===== src/rtl/imm_rotate_encoder.sv =====
// imm_rotate_encoder: multi-cycle inverse of the rotate-immediate shifter.
// Searches rotations r = 0..15 for the smallest r such that
// ROL(value, 2*r) fits in 8 bits, giving value == ROR(imm8, 2*r).
// One candidate is tested per cycle; results are registered on done.
module imm_rotate_encoder #(
    parameter bit EARLY_EXIT = 1'b1
) (
    input  logic        clk,
    input  logic        reset,
    input  logic        start,
    input  logic [31:0] value,
    input  logic        c_in,
    output logic        busy,
    output logic        done,
    output logic        encodable,
    output logic [7:0]  imm8,
    output logic [3:0]  rot4,
    output logic        carry_out
);

    typedef enum logic [1:0] {
        IDLE   = 2'd0,
        SEARCH = 2'd1,
        DONE   = 2'd2
    } state_t;

    state_t      state;
    logic [31:0] val;        // latched operand
    logic        cin_l;      // latched carry-in
    logic [3:0]  r;          // rotation counter
    logic        found;      // a match has already been seen (full-scan mode)
    logic [7:0]  found_imm;
    logic [3:0]  found_r;

    logic [4:0]  shamt;
    logic [31:0] cand;
    logic        match;
    logic        finish;
    logic        res_hit;
    logic [7:0]  res_imm;
    logic [3:0]  res_rot;

    // Bit 31 of ROR(imm, 2*rot): that is imm bit (2*rot - 1), which only
    // exists inside the byte for small rotations. rot == 0 keeps the old C.
    function automatic logic carry_for(input logic [7:0] imm,
                                       input logic [3:0] rot,
                                       input logic       cin);
        logic [4:0] idx;
        idx = {rot, 1'b0} - 5'd1;
        if (rot == 4'd0)
            return cin;
        else if (idx < 5'd8)
            return imm[idx[2:0]];
        else
            return 1'b0;
    endfunction

    // Candidate generation and the result selected if the search ends now.
    always_comb begin
        shamt   = {r, 1'b0};
        // A shift of 32 yields zero, so shamt == 0 returns val unchanged.
        cand    = (val << shamt) | (val >> (6'd32 - {1'b0, shamt}));
        match   = (cand[31:8] == 24'd0);
        finish  = EARLY_EXIT ? (match || (r == 4'd15)) : (r == 4'd15);
        res_hit = EARLY_EXIT ? match : (found || match);
        res_imm = (!EARLY_EXIT && found) ? found_imm : cand[7:0];
        res_rot = (!EARLY_EXIT && found) ? found_r   : r;
    end

    // Control FSM with registered outputs; results only change on done.
    always_ff @(posedge clk) begin
        if (reset) begin
            state     <= IDLE;
            busy      <= 1'b0;
            done      <= 1'b0;
            encodable <= 1'b0;
            imm8      <= 8'd0;
            rot4      <= 4'd0;
            carry_out <= 1'b0;
            r         <= 4'd0;
            found     <= 1'b0;
        end else begin
            case (state)
                IDLE: begin
                    done <= 1'b0;
                    if (start) begin
                        val   <= value;
                        cin_l <= c_in;
                        r     <= 4'd0;
                        found <= 1'b0;
                        busy  <= 1'b1;
                        state <= SEARCH;
                    end
                end
                SEARCH: begin
                    if (finish) begin
                        busy      <= 1'b0;
                        done      <= 1'b1;
                        encodable <= res_hit;
                        imm8      <= res_hit ? res_imm : 8'd0;
                        rot4      <= res_hit ? res_rot : 4'd0;
                        carry_out <= res_hit ? carry_for(res_imm, res_rot, cin_l) : cin_l;
                        state     <= DONE;
                    end else begin
                        // Keep only the first hit so the smallest rotation wins.
                        if (!found && match) begin
                            found     <= 1'b1;
                            found_imm <= cand[7:0];
                            found_r   <= r;
                        end
                        r <= r + 4'd1;
                    end
                end
                DONE: begin
                    done  <= 1'b0;
                    state <= IDLE;
                end
                default: begin
                    busy  <= 1'b0;
                    done  <= 1'b0;
                    state <= IDLE;
                end
            endcase
        end
    end

endmodule


===== config.mk =====
export PLATFORM = sky130hd
export DESIGN_NAME = imm_rotate_encoder
export DESIGN_NICKNAME = d
export VERILOG_FILES = /design/src/rtl/imm_rotate_encoder.sv
export SDC_FILE = /design/constraint.sdc
export NUM_CORES = 1
export LEC_CHECK = 0
export BUFFER_PORTS_ARGS = -buffer_cell sky130_fd_sc_hd__buf_2
export CAP_MARGIN = 20
export CORE_AREA = 2 2 118 120
export CTS_CLUSTER_DIAMETER = 120
export CTS_CLUSTER_SIZE = 14
export DETAILED_ROUTE_END_ITERATION = 10
export DIE_AREA = 0 0 120 122
export MAX_ROUTING_LAYER = met4
export SYNTH_ARGS = -nofsm -noshare
export SYNTH_HDL_FRONTEND = slang
export SYNTH_SLANG_ARGS = --single-unit

===== constraint.sdc =====
create_clock -name clk -period 3.45 [get_ports clk]
set_clock_uncertainty 0.1 [all_clocks]
set_input_delay 0.69 -clock clk [delete_from_list [all_inputs] [get_ports clk]]
set_output_delay 0.69 -clock clk [all_outputs]
set_load 0.005 [all_outputs]

==> reports/results.md, run 1 <==
| Item | This run |
|---|---|
| Cell type with the largest total area after synthesis | sky130_fd_sc_hd__edfxtp_1 |
| Category of the worst setup path launch point | register |
| Switching power as a share of total power | 0.3101 |
| Remaining design rule violation count | 0 |
| Share of synthesized flip-flops with an asynchronous set or reset | 0 |
| Most common cell after layout, fill and taps aside | sky130_fd_sc_hd__buf_2 |
| Antenna diode count | 0 |
| Layout cell share with drive strength beyond 1 | 0.3079 |
| Total clock buffers created by CTS | 5 |
| Number of buffer cells added on primary ports | 51 |
| Worst skew pair latency | 0.31 ns |
| Die width | 120 µm |
| Summed area of non-filler cells in the final layout | 4753 µm² |
| Fin crit period | 3.253 ns |
| Peak Freq | 307.4 MHz |
| Run status | finished, final reports clean |
| Comb power frac | 0.262 |
| Arrival time at the worst endpoint | 3.42 ns |
| Total overflow reported by the global router | 0 |
| Internal power contribution | 0.001203 W |
| Maximum number of pins on one net before global-route repair | 54 |
| Relative slew slack | 0.3285 |
| Part of the total power dissipated in sequential elements | 0.433 |
| Reported max-cap violation count | 0 |
| Initial Util | 0.2929 |
| Net switching power | 0.0005409 W |
| Start-to-end type of the worst setup path | reg2reg |
| Crit path capture type | register |
| Worst setup timing slack at the placement stage | -0.02978 ns |
| Area fraction of the dominant cell type after synthesis | 0.2506 |
| Overall power of the completed layout | 0.001744 W |
| Number of different library cells in the post-synthesis netlist | 67 |
| Final number of setup-violating endpoints | 0 |
| IR Drop Worst-Case VDD | 0.2539 mV |
| Antenna Nets Post-Route | 0 |
| Number of top-level pins | 52 |
| Sequential cell area fraction in the yosys report | 0.3619 |
| Number of nets in the layout | 495 |
| End-of-flow core utilization | 0.3520 |
| Number of antenna violations at the first check in global routing | 0 |
| CTS clk-pin slew, worst paths | 0.08 ns |
| Setup ws final | 0.1967 ns |
| Global-route wire length before repair | 19340 µm |
| Chain of cells forming the critical path | buf_12 > mux4_1 > nand2b_1 > a221oi_2 > buf_4 > o211ai_1 > a22o_1 > or3_4 > nor3_4 > a22o_1 |
| Detailed-routing iteration count for the pre-antenna-repair pass | 5 |
| Cell count after synthesis | 397 |
| Clock Tree Buf Depth | 2 |
| PwrDens | 366.9 nW/µm² |
| Vertical die dimension | 122 µm |
| Transition time at the pin with the least slew margin | 1.005 ns |
| Post-Route WL | 12200 µm |
| Placed wire-length estimate | 8558 µm |
| Worst-path fanout max | 27 |
| Hold Crit Class | reg2reg |
| Post-synthesis sequential element count | 55 |
| Count of non-filler cells in the finished layout | 638 |
| Via Count | 3546 |
| Avg Cell Area, Syn | 9.962 µm² |
| Vias in the first global route | 3509 |
| Post-CTS Repair Setup Buffers | 0 |
| Area growth from synthesis to final layout | 20.18% |
| Cell types with the largest area share after synthesis | sky130_fd_sc_hd__edfxtp_1 25%, sky130_fd_sc_hd__dfxtp_1 11%, sky130_fd_sc_hd__mux4_2 6.8% |
| Final hold viol count | 0 |
| WP data required | 3.61 ns |
| Most numerous cell on the critical path | sky130_fd_sc_hd__a22o_1 |
| Count of flip-flops with a built-in enable after synthesis | 33 |
| Full die area | 14640 µm² |
| Count of yosys warnings during synthesis | 0 |
| Final count of pins violating max slew | 0 |
| Root cell of the clock tree | sky130_fd_sc_hd__clkbuf_16 |
| Cell area after placement | 4551 µm² |
| Count of clock tree sinks | 55 |
| Number of vias per cell | 5.558 |
| Leakage power total | 1.714 nW |
| RePlAce Congestion | 0.8977 |
| Number of placement rows | 43 |
| Routed wirelength normalized by instance count | 19.12 µm |
| Dpl cells | 629 |
| Highest-count cells in the layout ignoring fill and taps | 51 x sky130_fd_sc_hd__buf_2, 34 x sky130_fd_sc_hd__buf_4, 33 x sky130_fd_sc_hd__edfxtp_1, 29 x sky130_fd_sc_hd__nand2_1, 26 x sky130_fd_sc_hd__mux2i_1 |
| Most used flip-flop cell after synthesis | sky130_fd_sc_hd__edfxtp_1 |
| Post-Syn Area | 3955 µm² |
| Library cell contributing the largest single delay on the critical path | sky130_fd_sc_hd__mux4_1 |
| GR Util All Layers | 0.1753 |
| Stage delay of the slowest cell on the critical path | 0.55 ns |
| Clock H-tree levels | 2 |
| Part of the cycle the worst path needs | 0.9430 |
| Net count after synthesis | 435 |
| Fraction of power consumed by the clock network | 0.305 |
| Unrepaired setup endpoints after global routing | no |
| CTS tree | yes |
| First DRT Iteration DRCs | 266 |
| Area of the core region | 13500 µm² |
-- worst paths after layout --
| kind | start | end | slack, ns | cells past startpoint |
|---|---|---|---|---|
| worst max-delay path | r[0] | rot4[3] | 0.20 | 10 |
| worst max register to register | r[0] | rot4[3] | 0.20 | 10 |
| worst min register to register | done | done | 0.37 | 1 |
| worst min-delay path | done | done | 0.37 | 1 |
-- critical path: cells and delay by family (launching register included) --
family | cells | cell delay (ns)
flip-flops | 1 | 0.43
AND/OR/NAND/NOR | 3 | 0.86
buffers and inverters | 2 | 0.38
multiplexers | 1 | 0.55
AO/OA/AOI/OAI | 4 | 0.88
-- cell type report --
type | instances | area, µm²
repair buffers | 89 | 586.8
inverters | 8 | 30.03
multi-input cells | 298 | 2330
fillers | 1349 | 8751
well taps | 180 | 225.2
clock buffers | 5 | 125.1
clock inverters | 3 | 23.77
flip-flops and latches | 55 | 1433
-- kinds of logic after synthesis --
logic type,synth area share
AOI/OAI and AO/OA,0.2354
xor gates and xnor gates,0.004430
adders and majority gates,0.006326
buffers and inverters,0.05726
DFF,0.3619
muxes,0.1522
and+or+nand+nor,0.1825
-- sequential cells by signal (all words and copies together), names as in the netlist --
| signal | cells |
|---|---|
| busy | 1 |
| carry_out | 1 |
| cin_l | 1 |
| done | 1 |
| encodable | 1 |
| imm8 | 8 |
| r | 4 |
| rot4 | 4 |
| state | 2 |
| val | 32 |
-- power groups by stage --
stage	Clock (W)	Combinational (W)	Sequential (W)
floorplan	0	0.000302	0.000753
finish	0.000532	0.000456	0.000755
global placement	0	0.000438	0.000768
CTS	0.000550	0.000442	0.000753
detailed placement	0	0.000440	0.000768
global route	0.000583	0.000494	0.000759
-- per-layer routing --
metal,part of all wire,global-route usage,up-vias
li1,-,-,1674
met1,0.44,0.2219,1729
met2,0.49,0.2809,122
met4,0.025,0.06029,0
met3,0.048,0.03418,21
met5,0,-,-
-- cell usage after synthesis, drive strengths merged (4+ instances only) --
master and instances:
a2111oi 5, a211oi 12, a21o 4, a21oi 19, a221oi 6, a22o 5
a22oi 6, buf 21, clkbuf 15, dfxtp 22, edfxtp 33, inv 8
mux2 4, mux2i 26, mux4 13, nand2 29, nand2b 4, nand3 6
nor2 25, nor2b 11, nor3 21, nor3b 7, nor4 7, nor4b 6
o211ai 5, o21ai 21, o2bb2ai 8, o31ai 5, or2 6, or3 4
-- through the flow --
| step | TNS, ns | hold WS, ns |
|---|---|---|
| after floorplan | 0 | 0.3511 |
| after global placement | 0 | 0.3518 |
| after detailed placement | -0.07526 | 0.3559 |
| after CTS | 0 | 0.3754 |
| after global routing | 0 | 0.3818 |
| final | 0 | 0.3676 |
-- timing repair --
item                                    4_1_cts  5_1_grt
endpoints found under the setup margin       10       20
resized for setup                             1        5
gates cloned                                  0        1
hold buffers                                  0        0
endpoints found under the hold margin         0        0
Note: power is estimated with default switching activity, not from simulation.
==> inputs of run 2 (changes only) <==
--- a/config.mk
+++ b/config.mk
@@ -13,6 +13,7 @@
 export DETAILED_ROUTE_END_ITERATION = 10
 export DIE_AREA = 0 0 120 122
 export MAX_ROUTING_LAYER = met4
+export SETUP_SLACK_MARGIN = 0.02
 export SYNTH_ARGS = -nofsm -noshare
 export SYNTH_HDL_FRONTEND = slang
 export SYNTH_SLANG_ARGS = --single-unit
==> constraint.sdc (replaced) <==
create_clock -name clk -period 3.45 [get_ports clk]
set_clock_uncertainty 0.1 [all_clocks]
set_input_delay 0.69 -clock clk [delete_from_list [all_inputs] [get_ports clk]]
set_output_delay 0.69 -clock clk [all_outputs]
set_load 0.1 [all_outputs]
==> run 2 against run 1 <==
  * Count of clock-buffer cells in the layout unchanged
  * Sequential power about the same
  * Worst hold slack hardly changed
  * Final area is 0.34% higher
  * First-iteration DRC count rose by 7.9%
  * Register-to-register slack hardly changed
  * Worst setup slack worse by 0.00079 ns
  * Critical endpoint unchanged
==> reports/results.md, run 2 (synthesized netlist as in run 1, its figures left out) <==
| Item | This run | Delta |
|---|---|---|
| Run status | finished, final reports clean |  |
| Layout cell share with drive strength beyond 1 | 0.3079 | unchanged |
| Switching power as a share of total power | 0.3137 | +0.003567 |
| Fin crit period | 3.254 ns | +0.0007880 ns |
| Dpl cells | 629 | unchanged |
| Number of antenna violations at the first check in global routing | 0 | unchanged |
| Fill cells | 1346 | -0.22% |
| Placed wire-length estimate | 8558 µm | unchanged |
| Worst setup timing slack at the placement stage | -0.02978 ns | unchanged |
| Total clock buffers created by CTS | 5 | unchanged |
| PwrDens | 367.7 nW/µm² | +0.21% |
| Bufs and invs on worst path | 2 | unchanged |
| Fraction of power consumed by the clock network | 0.304 | about the same |
| Number of cells traversed by the worst hold path | 1 | unchanged |
| Worst setup slack for register-to-register paths | 0.20 ns | about the same |
| Top register by number of flip-flops | val |  |
| Post-Route WL | 12200 µm | about the same |
| Maximum number of pins on one net before global-route repair | 54 | unchanged |
| Most common cell after layout, fill and taps aside | sky130_fd_sc_hd__buf_2 |  |
| Part of the total power dissipated in sequential elements | 0.431 | -0.002 |
| Unrepaired setup endpoints after global routing | no |  |
| Worst-path fanout max | 27 | unchanged |
| Worst Hold Path EP | done |  |
| Number of top-level pins | 52 | unchanged |
| Number of placement rows | 43 | unchanged |
| Die width | 120 µm | unchanged |
| Full die area | 14640 µm² | unchanged |
| GR Util All Layers | 0.1753 | unchanged |
| Peak Freq | 307.3 MHz | about the same |
| Arrival time at the worst endpoint | 3.42 ns | about the same |
| Net switching power | 0.0005501 W | +1.7% |
| Capture point of the worst reg-to-reg path | rot4[3] |  |
| Setup ws final | 0.1959 ns | -0.0007880 ns |
| Clock Tree Buf Depth | 2 | unchanged |
| Chain of cells forming the critical path | buf_12 > mux4_1 > nand2b_1 > a221oi_2 > buf_4 > o211ai_1 > a22o_1 > or3_4 > nor3_4 > a22o_1 |  |
| Number of nets in the layout | 495 | unchanged |
| CTS clk-pin slew, worst paths | 0.08 ns | about the same |
| Start-to-end type of the worst setup path | reg2reg |  |
| CTS tree | yes |  |
| Max FFs per register | 32 | unchanged |
| Remaining design rule violation count | 0 | unchanged |
| Final count of pins violating max slew | 0 | unchanged |
| Summed area of non-filler cells in the final layout | 4770 µm² | +0.34% |
| Initial Util | 0.2929 | unchanged |
| First DRT Iteration DRCs | 287 | +7.9% |
| Final number of setup-violating endpoints | 0 | unchanged |
| Detailed-routing iteration count for the pre-antenna-repair pass | 5 | unchanged |
| Crit path capture type | register |  |
| Worst skew pair latency | 0.31 ns | about the same |
| RePlAce Congestion | 0.8977 | unchanged |
| Via Count | 3556 | +0.28% |
| Final hold viol count | 0 | unchanged |
| Sequential cell area | 1433 µm² | unchanged |
| WP data required | 3.61 ns | about the same |
| Part of the cycle the worst path needs | 0.9432 | about the same |
| Most numerous cell on the critical path | sky130_fd_sc_hd__a22o_1 |  |
| Vertical die dimension | 122 µm | unchanged |
| Number of buffer cells added on primary ports | 51 | unchanged |
| Area growth from synthesis to final layout | 20.59% |  |
| Dominant delay contributor by cell family on the critical path | simple AND/OR/NAND/NOR gates |  |
| Routed wirelength normalized by instance count | 19.12 µm | about the same |
| Library cell contributing the largest single delay on the critical path | sky130_fd_sc_hd__mux4_1 |  |
| Category of the worst setup path launch point | register |  |
| Total Negative Setup Slacks | 0 ns | unchanged |
| Overall power of the completed layout | 0.001754 W | +0.56% |
| Area occupied by multi-input gates | 2342 µm² | +0.54% |
| Startpoint of the worst-slack reg-to-reg timing path | r[0] |  |
| Leakage power total | 1.715 nW | about the same |
| Antenna diode count | 0 | unchanged |
| Number of vias per cell | 5.574 | +0.28% |
| Cell area after placement | 4551 µm² | unchanged |
| Transition time at the pin with the least slew margin | 0.9924 ns | -0.01253 ns |
| Largest registers | val x32, imm8 x8 |  |
| Internal power contribution | 0.001204 W | about the same |
| Antenna Nets Post-Route | 0 | unchanged |
| Root cell of the clock tree | sky130_fd_sc_hd__clkbuf_16 |  |
| Count of non-filler cells in the finished layout | 638 | unchanged |
| Highest-count cells in the layout ignoring fill and taps | 51 x sky130_fd_sc_hd__buf_2, 33 x sky130_fd_sc_hd__edfxtp_1, 33 x sky130_fd_sc_hd__buf_4, 29 x sky130_fd_sc_hd__nand2_1, 26 x sky130_fd_sc_hd__mux2i_1 |  |
| Count of clock tree sinks | 55 | unchanged |
| Comb power frac | 0.265 | +0.003 |
| Vias in the first global route | 3509 | unchanged |
| Clock H-tree levels | 2 | unchanged |
| Source of the worst hold timing path | done |  |
| Area of the core region | 13500 µm² | unchanged |
| Reported max-cap violation count | 0 | unchanged |
| Post-CTS Repair Setup Buffers | 0 | unchanged |
| Total overflow reported by the global router | 0 | unchanged |
| Hold Crit Class | reg2reg |  |
| IR Drop Worst-Case VDD | 0.2544 mV | +0.16% |
| Relative slew slack | 0.3369 | +0.008373 |
| Stage delay of the slowest cell on the critical path | 0.55 ns | about the same |
| Global-route wire length before repair | 19340 µm | unchanged |
| Worst Reg-to-Reg Cells | 10 | unchanged |
==> run 2: cell count changes in the layout (fill, tap and decap cells not counted) <==
cell,before,now
sky130_fd_sc_hd__buf_6,1,2
sky130_fd_sc_hd__a2111oi_4,0,1
sky130_fd_sc_hd__buf_4,34,33
sky130_fd_sc_hd__a2111oi_2,2,1
==> run 2: power groups by stage <==
stage / Sequential (W) / Clock (W) / Combinational [W]
detailed placement: 0.000768 / 0 / 0.000447
CTS: 0.000753 / 0.000550 / 0.000449
finish: 0.000756 / 0.000533 / 0.000466
global placement: 0.000768 / 0 / 0.000445
floorplan: 0.000760 / 0 / 0.000302
global route: 0.000759 / 0.000583 / 0.000503
==> run 2: timing repair <==
action,4_1_cts,5_1_grt
setup endpoints to repair,15,20
endpoints found under the hold margin,0,0
gates resized for setup,1,7
hold buffers,0,0
cloned,0,1
==> run 2: layer usage <==
metal	GRT usage	vias up	wire, µm
met2	0.2809	113	5952
met1	0.2219	1754	5340
met3	0.03418	21	609
met5	-	-	0
met4	0.06029	0	297
li1	-	1668	-
==> run 2: area by class of cell <==
type / instances / area share
Clock buffer: 5 / 0.02623
Clock inverter: 3 / 0.004984
Inverter: 8 / 0.006296
Multi-Input combinational cell: 298 / 0.4911
Sequential cell: 55 / 0.3004
Tap cell: 180 / 0.04722
Timing Repair Buffer: 89 / 0.1238
==> run 2: worst max path at each step <==
stage | cells past startpoint | slack [ns] | end | startpoint
floorplan | 14 | 0.04 | carry_out | r[0]
global placement | 11 | 0.05 | rot4[1] | r[0]
detailed placement | 11 | -0.03 | carry_out | r[0]
CTS | 11 | 0.06 | carry_out | r[0]
global route | 12 | 0.04 | carry_out | r[0]
finish | 10 | 0.20 | rot4[3] | r[0]
==> run 2: worst reg2reg max path, cell delays in order (launching register included) <==
cell and delay [ns]:
sky130_fd_sc_hd__dfxtp_2 0.43, sky130_fd_sc_hd__buf_12 0.21, sky130_fd_sc_hd__mux4_1 0.56, sky130_fd_sc_hd__nand2b_1 0.18
sky130_fd_sc_hd__a221oi_2 0.26, sky130_fd_sc_hd__buf_4 0.17, sky130_fd_sc_hd__o211ai_1 0.11, sky130_fd_sc_hd__a22o_1 0.32
sky130_fd_sc_hd__or3_4 0.43, sky130_fd_sc_hd__nor3_4 0.26, sky130_fd_sc_hd__a22o_1 0.18
==> run 2: metrics by stage <==
stage	utilization	hold slack, ns
after floorplan	-	0.3528
after global placement	0.3370	0.3518
after detailed placement	0.3370	0.3559
after CTS	0.3484	0.3754
after global routing	0.3532	0.3818
final	0.3532	0.3676
==> inputs of run 3 (changes only) <==
==> constraint.sdc (replaced) <==
create_clock -name clk -period 2.8 [get_ports clk]
set_clock_uncertainty 0.1 [all_clocks]
set_input_delay 0.56 -clock clk [delete_from_list [all_inputs] [get_ports clk]]
set_output_delay 0.56 -clock clk [all_outputs]
set_load 0.1 [all_outputs]
==> run 3 against run 2 <==
  * The run now ends with setup timing left
  * First-iteration DRC count fell by 14%
  * Global-route usage grew 1.3 points
  * Clock power grew 23%
  * Cell count is 14% higher
  * Via count rose by 7.9%
  * Critical path type unchanged
  * Largest cell class unchanged
==> reports/results.md, run 3 (synthesized netlist as in run 1, its figures left out) <==
| Item | This run | Delta |
|---|---|---|
| Worst skew pair latency | 0.31 ns | about the same |
| Hold_ws | 0.3208 ns | -0.04681 ns |
| Layout cell share with drive strength beyond 1 | 0.4662 | +0.1583 |
| GR Util All Layers | 0.1880 | +0.01274 |
| Number of vias per cell | 5.279 | -5.3% |
| Run status | finished with violations |  |
| Setup ws final | -0.3197 ns | -0.5157 ns |
| Number of buffer cells added on primary ports | 51 | unchanged |
| Number of top-level pins | 52 | unchanged |
| Category of the worst setup path launch point | register |  |
| CTS tree | yes |  |
| Routed wirelength normalized by instance count | 17.81 µm | -6.9% |
| Area growth from synthesis to final layout | 42.61% |  |
| Clock Tree Buf Depth | 2 | unchanged |
| First DRT Iteration DRCs | 246 | -14% |
| Library cell contributing the largest single delay on the critical path | sky130_fd_sc_hd__dfxtp_4 |  |
| Bufs and invs on worst path | 4 | +2 |
| Peak Freq | 320.5 MHz | +4.3% |
| Antenna diode count | 0 | unchanged |
| Worst setup timing slack at the placement stage | -0.5588 ns | -0.5291 ns |
| Placed wire-length estimate | 9874 µm | +15% |
| Metal-1 WL | 6086 µm | +14% |
| Highest-count cells in the layout ignoring fill and taps | 116 x sky130_fd_sc_hd__buf_4, 51 x sky130_fd_sc_hd__buf_2, 33 x sky130_fd_sc_hd__edfxtp_1, 29 x sky130_fd_sc_hd__nand2_1, 23 x sky130_fd_sc_hd__nor2_1 |  |
| CTS clk-pin slew, worst paths | 0.08 ns | about the same |
| Final count of pins violating max slew | 0 | unchanged |
| Most common cell after layout, fill and taps aside | sky130_fd_sc_hd__buf_4 |  |
| Largest registers | val x32, imm8 x8 |  |
| Vertical die dimension | 122 µm | unchanged |
| Maximum number of pins on one net before global-route repair | 34 | -37% |
| Max FFs per register | 32 | unchanged |
| Transition time at the pin with the least slew margin | 0.6966 ns | -0.2958 ns |
| Total clock buffers created by CTS | 5 | unchanged |
| Clock H-tree levels | 2 | unchanged |
| Unrepaired setup endpoints after global routing | yes |  |
| Reported max-cap violation count | 0 | unchanged |
| Full die area | 14640 µm² | unchanged |
| Leakage power total | 2.188 nW | +28% |
| Initial Util | 0.2929 | unchanged |
| Top register by number of flip-flops | val |  |
| PwrDens | 415.0 nW/µm² | +13% |
| Part of the cycle the worst path needs | 1.114 | +0.1710 |
| Number of antenna violations at the first check in global routing | 0 | unchanged |
| Count of clock tree sinks | 55 | unchanged |
| Vias in the first global route | 3825 | +9.0% |
| RePlAce Congestion | 0.9343 | +4.1% |
| Most numerous cell on the critical path | sky130_fd_sc_hd__buf_4 |  |
| Final hold viol count | 0 | unchanged |
| Fin crit period | 3.120 ns | -0.1343 ns |
| Worst-path fanout max | 7 | -74% |
| Die width | 120 µm | unchanged |
| Start-to-end type of the worst setup path | reg2reg |  |
| Total overflow reported by the global router | 0 | unchanged |
| Post-Route WL | 12950 µm | +6.1% |
| Final number of setup-violating endpoints | 22 | +22 |
| Max layer used | met4 |  |
| Dpl cells | 706 | +12% |
| Total length of routed met2 wires | 5955 µm | about the same |
| Global-route wire length before repair | 20790 µm | +7.5% |
| Number of nets in the layout | 584 | +18% |
| WP data required | 2.91 ns | -0.70 ns |
| Via Count | 3838 | +7.9% |
| Violations in the final reports | setup timing |  |
| Remaining design rule violation count | 0 | unchanged |
| IR Drop Worst-Case VDD | 0.3672 mV | +44% |
| Met3 wire len | 606 µm | -0.49% |
| Crit path capture type | register |  |
| Dominant delay contributor by cell family on the critical path | compound AO/OA/AOI/OAI gates |  |
| Arrival time at the worst endpoint | 3.23 ns | -0.19 ns |
| Stage delay of the slowest cell on the critical path | 0.39 ns | -0.16 ns |
| Hold Crit Class | in2reg |  |
| Number of placement rows | 43 | unchanged |
| Detailed-routing iteration count for the pre-antenna-repair pass | 5 | unchanged |
| Area of the core region | 13500 µm² | unchanged |
| Root cell of the clock tree | sky130_fd_sc_hd__clkbuf_16 |  |
| Antenna Nets Post-Route | 0 | unchanged |
| Chain of cells forming the critical path | inv_8 > ha_4 > buf_12 > mux2_4 > a221oi_4 > nor2b_4 > a32oi_1 > o31a_1 > buf_4 > o31ai_4 > buf_4 > a21oi_4 > a22o_1 |  |
| Relative slew slack | 0.5347 | +0.1978 |
| Count of non-filler cells in the finished layout | 727 | +14% |
## run 3: cell types whose count changed in the layout (fill, tap and decap cells not counted), moves of 3 or more
cell | previous run | this run
sky130_fd_sc_hd__buf_4 | 33 | 116
sky130_fd_sc_hd__buf_6 | 2 | 6
sky130_fd_sc_hd__mux2i_1 | 26 | 22
sky130_fd_sc_hd__mux2i_2 | 0 | 4
sky130_fd_sc_hd__o21ai_0 | 15 | 12
sky130_fd_sc_hd__o21ai_2 | 0 | 3
## run 3: layout make-up
cell class / count / area, µm²
Fill cell: 1300 / 7864
Sequential cell: 55 / 1436
Tap cell: 180 / 225.2
Clock inverter: 3 / 26.28
Timing Repair Buffer: 177 / 1269
Multi-Input combinational cell: 299 / 2521
Inverter: 8 / 37.54
Clock buffer: 5 / 125.1
## run 3: per-stage QoR
stage | setup TNS, ns | instance area [µm²] | power [W] | util
after floorplan | -6.899 | 4071 | 0.001334 | -
after global placement | -8.860 | 5202 | 0.001637 | 0.3853
after detailed placement | -9.762 | 5202 | 0.001638 | 0.3853
after CTS | -5.079 | 5559 | 0.002347 | 0.4117
after global routing | -8.515 | 5640 | 0.002454 | 0.4177
final | -5.862 | 5640 | 0.002341 | 0.4177
## run 3: path summary, 6_finish.rpt
| kind | from | endpoint | slack [ns] | depth (start not counted) |
|---|---|---|---|---|
| min reg2reg | encodable | encodable | 0.37 | 1 |
| max reg2reg | r[0] | rot4[0] | -0.32 | 13 |
| max | r[0] | rot4[0] | -0.32 | 13 |
| min | value[2] | val[2] | 0.32 | 1 |
## run 3: layer usage
| metal | global-route usage | up-vias |
|---|---|---|
| met2 | 0.2908 | 134 |
| met3 | 0.03090 | 21 |
| met1 | 0.2510 | 1825 |
| met4 | 0.06250 | 0 |
| li1 | - | 1858 |
| met5 | - | - |
## run 3: where the power goes
group	leakage [nW]	switching, W	internal [W]
clock	0.0767	0.000311	0.000342
combinational	1.63	0.000390	0.000382
sequential	0.485	0.0000296	0.000887
total	2.19	0.000730	0.00161
## run 3: repair_timing
action,4_1_cts,5_1_grt
endpoints found under the setup margin,22,22
gates resized for setup,30,10
gates cloned,0,1
setup buffers,9,3
pin swaps,21,6
hold buffers,0,0
